## config.mk

```make
export PLATFORM = sky130hd
export DESIGN_NAME = op_issue_sched
export DESIGN_NICKNAME = d
export VERILOG_FILES = /design/src/rtl/op_pkg.sv /design/src/rtl/op_issue_sched_rr_arb2.sv /design/src/rtl/op_issue_sched.sv
export SDC_FILE = /design/constraint.sdc
export NUM_CORES = 1
export LEC_CHECK = 0
export ABC_AREA = 1
export BUFFER_PORTS_ARGS = -buffer_cell sky130_fd_sc_hd__buf_2
export CAP_MARGIN = 25
export CORE_MARGIN = 5
export CORE_UTILIZATION = 40
export DETAILED_ROUTE_END_ITERATION = 8
export SLEW_MARGIN = 15
export SYNTH_ARGS = -nofsm -noshare
export SYNTH_HDL_FRONTEND = slang
export SYNTH_SLANG_ARGS = --single-unit
```

## constraint.sdc

```tcl
create_clock -name clk -period 1.6 [get_ports clk]
set_input_delay 0.24 -clock clk [delete_from_list [all_inputs] [get_ports clk]]
set_output_delay 0.24 -clock clk [all_outputs]
set_load 0.05 [all_outputs]
```

## src/rtl/op_pkg.sv

```systemverilog
// Shared operation encoding, scheduler state encoding and per-op latency lookup.
package op_pkg;

    localparam int unsigned OP_W  = 2;
    localparam int unsigned LAT_W = 8;

    typedef enum logic [OP_W-1:0] {
        OP_NOP = 2'd0,
        OP_ADD = 2'd1,
        OP_SUB = 2'd2,
        OP_MUL = 2'd3
    } operation_t;

    typedef enum logic [1:0] {
        ST_IDLE  = 2'd0,
        ST_BUSY  = 2'd1,
        ST_FLUSH = 2'd2
    } sched_state_t;

    // Latencies are passed in so each scheduler instance can carry its own parameters.
    function automatic logic [LAT_W-1:0] op_latency(
        input operation_t  op,
        input int unsigned add_lat,
        input int unsigned sub_lat,
        input int unsigned mul_lat
    );
        logic [LAT_W-1:0] lat;
        case (op)
            OP_ADD:  lat = LAT_W'(add_lat);
            OP_SUB:  lat = LAT_W'(sub_lat);
            OP_MUL:  lat = LAT_W'(mul_lat);
            default: lat = LAT_W'(1);
        endcase
        return lat;
    endfunction

endpackage

```

## src/rtl/op_issue_sched_rr_arb2.sv

```systemverilog
// Two-way round-robin arbiter; pointer moves past the winner only on a grant.
module rr_arb2 (
    input  logic       clk,
    input  logic       rst,
    input  logic       en_i,
    input  logic [1:0] req_i,
    output logic [1:0] gnt_o
);

    logic ptr_q;
    logic ptr_d;

    always_comb begin
        gnt_o = 2'b00;
        if (en_i) begin
            case (req_i)
                2'b01:   gnt_o = 2'b01;
                2'b10:   gnt_o = 2'b10;
                2'b11:   gnt_o = ptr_q ? 2'b10 : 2'b01;
                default: gnt_o = 2'b00;
            endcase
        end
    end

    always_comb begin
        ptr_d = ptr_q;
        if (gnt_o[0]) begin
            ptr_d = 1'b1;
        end else if (gnt_o[1]) begin
            ptr_d = 1'b0;
        end
    end

    always_ff @(posedge clk) begin
        if (rst) begin
            ptr_q <= 1'b0;
        end else begin
            ptr_q <= ptr_d;
        end
    end

endmodule

```

## src/rtl/op_issue_sched.sv

```systemverilog
// Arbitrates two producers into the op FIFO and issues head ops to the execution unit.
module op_issue_sched
    import op_pkg::*;
#(
    parameter int unsigned ADD_LAT = 1,
    parameter int unsigned SUB_LAT = 1,
    parameter int unsigned MUL_LAT = 4,
    parameter int unsigned CNT_W   = 16
) (
    input  logic             clk,
    input  logic             rst,
    input  logic             req0_valid,
    input  operation_t       req0_op,
    output logic             req0_ready,
    input  logic             req1_valid,
    input  operation_t       req1_op,
    output logic             req1_ready,
    output logic             fifo_push,
    output operation_t       fifo_wdata,
    output logic             fifo_pop,
    output logic             fifo_flush,
    input  operation_t       fifo_rdata,
    input  logic             fifo_full,
    input  logic             fifo_empty,
    input  logic             flush_req,
    output logic             exu_start,
    output operation_t       exu_op,
    output logic             op_done,
    output logic             busy,
    output logic [CNT_W-1:0] issue_cnt,
    output logic [CNT_W-1:0] nop_drop_cnt
);

    sched_state_t     state_q, state_d;
    logic [LAT_W-1:0] lat_q, lat_d;
    operation_t       exu_op_q, exu_op_d;
    logic             busy_q, busy_d;
    logic [CNT_W-1:0] issue_cnt_q, issue_cnt_d;
    logic [CNT_W-1:0] nop_cnt_q, nop_cnt_d;

    logic       head_take;
    logic       push_en;
    logic [1:0] gnt;

    // Strobes are held low while reset is sampled so nothing leaks out during reset.
    assign head_take  = !rst && !flush_req && (state_q == ST_IDLE) && !fifo_empty;
    assign fifo_pop   = head_take;
    assign exu_start  = head_take && (fifo_rdata != OP_NOP);
    assign op_done    = !rst && !flush_req && (state_q == ST_BUSY) && (lat_q == '0);
    assign fifo_flush = !rst && flush_req;

    // The FIFO drops a push in a pop cycle, so never offer one then.
    assign push_en = !rst && !flush_req && (state_q != ST_FLUSH) && !fifo_full && !fifo_pop;

    rr_arb2 u_arb (
        .clk   (clk),
        .rst   (rst),
        .en_i  (push_en),
        .req_i ({req1_valid, req0_valid}),
        .gnt_o (gnt)
    );

    assign req0_ready = gnt[0];
    assign req1_ready = gnt[1];
    assign fifo_push  = |gnt;
    assign fifo_wdata = gnt[1] ? req1_op : (gnt[0] ? req0_op : OP_NOP);

    assign exu_op       = exu_op_q;
    assign busy         = busy_q;
    assign issue_cnt    = issue_cnt_q;
    assign nop_drop_cnt = nop_cnt_q;

    always_comb begin
        state_d     = state_q;
        lat_d       = lat_q;
        exu_op_d    = exu_op_q;
        issue_cnt_d = issue_cnt_q;
        nop_cnt_d   = nop_cnt_q;
        if (flush_req) begin
            state_d  = ST_FLUSH;
            exu_op_d = OP_NOP;
        end else begin
            case (state_q)
                ST_IDLE: begin
                    if (!fifo_empty) begin
                        if (fifo_rdata == OP_NOP) begin
                            nop_cnt_d = nop_cnt_q + CNT_W'(1);
                        end else begin
                            state_d     = ST_BUSY;
                            exu_op_d    = fifo_rdata;
                            issue_cnt_d = issue_cnt_q + CNT_W'(1);
                            lat_d       = op_latency(fifo_rdata, ADD_LAT, SUB_LAT, MUL_LAT)
                                          - LAT_W'(1);
                        end
                    end
                end
                ST_BUSY: begin
                    if (lat_q == '0) begin
                        state_d = ST_IDLE;
                    end else begin
                        lat_d = lat_q - LAT_W'(1);
                    end
                end
                default: state_d = ST_IDLE;
            endcase
        end
        busy_d = (state_d != ST_IDLE);
    end

    always_ff @(posedge clk) begin
        if (rst) begin
            state_q     <= ST_IDLE;
            lat_q       <= '0;
            exu_op_q    <= OP_NOP;
            busy_q      <= 1'b0;
            issue_cnt_q <= '0;
            nop_cnt_q   <= '0;
        end else begin
            state_q     <= state_d;
            lat_q       <= lat_d;
            exu_op_q    <= exu_op_d;
            busy_q      <= busy_d;
            issue_cnt_q <= issue_cnt_d;
            nop_cnt_q   <= nop_cnt_d;
        end
    end

endmodule

```

==> impl_metrics.yaml <==
sta:
  setup_tns_ns: -0.4693
  fin_crit_sh_pct: 106.7
  hold_viol_final: 0
  hold_slack_ns: 0.2315
  tightest_slew_ns: 0.4142
  rsz0062_at_grt: "true"
  slew_violations: 0
  finalSetupViolCount: 11
  max_freq_mhz: 585.7
  relSlewSlack_pct: 72.18
  timing.final.ws_setup_ns: -0.1075
  fin_crit_ns: 1.707
  clock_skew_ns: 0.006387
die:
  ios: 57
  chipHeight_um: 89.55
  design.core.area_um2: 6241
  die_area_um2: 8019
  start_util_pct: 40.56
  die-width_um: 89.55
  fp-row-count: 29
yosys:
  ys_seq_elements: 46
  ys_types: 36
  synth_cells: 379
  seq_area_frac_synth_pct: 36.38
  synth_nets: 395
  synth.top_cell.area_share_pct: 36.38
  syn_area_um2: 2531
  yosys-top-cells-area: "dfxtp_1, nand2_1, nor2_1"
  yosysTopAreaCell: "dfxtp_1"
  yosysWarningCount: 0
  syn_avg_cell_area_um2: 6.679
clocking:
  clk_pin_slew_ns: 0.09
  cts_sinks: 46
  clk_latency_ns: 0.30
  cts_root_buf: "clkbuf_8"
  cts_buffers: 5
  cts_buffer_depth: 2
  cts_htree_levels: 2
  cts_tree: "yes"
worst_setup_path:
  cp-end-kind: "output pin"
  worstPathMaxFanout: 3
  r2r_setup_slack_ns: -0.05
  critPathKind: "flop to output pin"
  worstPathArrival_ns: 1.47
  startpoint_type: "flop"
  max_stage_delay_ns: 0.38
  path_cells: "inv_4, a211oi_4, nand3_2, inv_2, nand2_1, nand2_2, buf_8"
  crit_required_ns: 1.36
  worst_path_max_delay_cell: "dfxtp_4"
drt:
  detail-route-antenna-nets: 0
  vias: 2611
  firstDrtPassIters: 4
  first_iter_violations: 103
  routed_wl_mm: 6.283
  wl_per_cell_um: 11.59
  drc: 0
  viasPerCell: 4.817
power_and_ir_drop:
  p_leak_nw: 1.543
  powerDensity_nw_per_um2: 689.4
  vdd_ir_drop_max_mv: 0.4525
outcome:
  status: "finished, violations left"
  violations: "setup timing"
flow_run:
  max_cap_violations: 0
global_route:
  grt_pass1_vias: 2339
  antenna_found_initial: 0
  grt.total_usage_pct: 16.05
  overflow: 0
  grt_max_degree: 25
  grt_pass1_wl_mm: 10.34
placement:
  port_buffers: 56
  place_congestion: 0.8348
  hpwl_mm: 4.545
final_layout:
  multi_input_area_um2: 1534
  regArea_um2: 934.6
  area_growth_pct: 35.29
  final_nets: 480
  diodes: 0
  nFillCells: 626
  drive_above_1_share_pct: 35.48
min_path:
  min_path_type: "input port to flop"
==> cell usage after synthesis <==
library cell  number
buf_6              1
o21ai_2            1
o22ai_1            1
nand3b_1           1
nor3_4             1
inv_4              1
o21ai_1            3
buf_2              1
a31oi_1            2
a211oi_2           1
nand4_1           13
a21boi_0           1
ha_1               3
clkbuf_1           3
xor2_1             1
o21ai_0           12
nand3_1           16
o31ai_1            1
a21oi_1           28
nand2_2            9
nand2_4            2
nor2_4             5
inv_2             11
and3_1             1
nor2_2             3
nand3_2            3
nand3b_4           1
o21a_1             1
nor3b_2            1
nor3_1             7
a21oi_2            1
inv_1             34
xnor2_1            4
nand2_1          102
nor2_1            57
dfxtp_1           46
==> per-layer routing <==
| layer | up-vias | share of wire [%] | global-route usage (%) |
|---|---|---|---|
| met1 | 1175 | 45 | 20.71 |
| met5 | - | 0 | 0 |
| met2 | 47 | 48 | 26.46 |
| met3 | 4 | 5.5 | 4.055 |
| li1 | 1385 | - | - |
| met4 | 0 | 0.80 | 4.465 |
==> cell families after synthesis <==
kind of cell	count (synthesis)	share of synthesized area, %
simple gates	222	41.08
compound gates	52	11.32
buf+inv	51	8.008
flops	46	36.38
xor+xnor	5	1.730
fa+ha+maj	3	1.483
==> stage by stage <==
stage,setup slack (ns),total power [mW],instances,instance area [um2],utilization [%]
floorplan,-0.03552,1.380,379,2542,-
global placement,0.02795,1.453,516,2959,47.41
detailed placement,-0.004046,1.454,516,2959,47.41
CTS,-0.1340,2.357,533,3243,51.96
global route,-0.2028,2.476,542,3425,54.87
finish,-0.1075,2.361,542,3425,54.87
==> layout by cell type (no fill, tap or decap), types with 5 or more instances in the layout <==
cell / synthesis / layout
nand2_1: 102 / 94
nor2_1: 57 / 50
buf_2: 1 / 48
dfxtp_1: 46 / 39
inv_1: 34 / 32
a21oi_1: 28 / 26
buf_4: 0 / 22
nand2_2: 9 / 15
nand4_1: 13 / 13
nand3_1: 16 / 13
inv_2: 11 / 10
buf_6: 1 / 9
nor2_2: 3 / 8
nor2_4: 5 / 7
nor3_1: 7 / 7
o21ai_0: 12 / 7
o21ai_2: 1 / 5
nand3_2: 3 / 5
clkbuf_8: 0 / 5
dfxtp_2: 0 / 5
==> registers in the layout, indices dropped and copies added, names as in the netlist <==
| name | cells |
|---|---|
| lat_q | 8 |
| state_q | 2 |
| issue_cnt | 16 |
| nop_drop_cnt | 16 |
| exu_op | 2 |
| busy | 1 |
| u_arb.ptr_q | 1 |
==> layout make-up <==
class	count	area share, %
Clock inverter	2	1.096
Clock buffer	6	2.119
Inverter	46	5.334
Timing Repair Buffer	83	16.55
Tap cell	77	2.813
Sequential cell	46	27.29
Multi-Input combinational cell	282	44.79
==> repair_timing <==
item,in CTS,in global routing
buffers inserted,9,9
gates resized for setup,34,37
endpoints found under the setup margin,9,21
hold buffers,0,0
pin swaps,12,15
==> where the power goes <==
group	switching, mW	internal [mW]	total, mW
Sequential	0.0158	1.16	1.17
Combinational	0.200	0.122	0.322
Clock	0.397	0.466	0.864
==> worst max-delay path, delay by kind of cell (launching register included) <==
family,cells,cell delay (ns)
compound gates,1,0.25
simple gates,3,0.27
buf+inv,3,0.27
flops,1,0.38
==> path summary, 6_finish.rpt <==
path	start	endpoint	depth (start not counted)
max	state_q[0]	fifo_wdata[1]	7
min	fifo_rdata[0]	exu_op[0]	3
max reg2reg	state_q[0]	issue_cnt[12]	11
min reg2reg	issue_cnt[0]	issue_cnt[0]	1
Note: power is estimated with default switching activity, not from simulation.
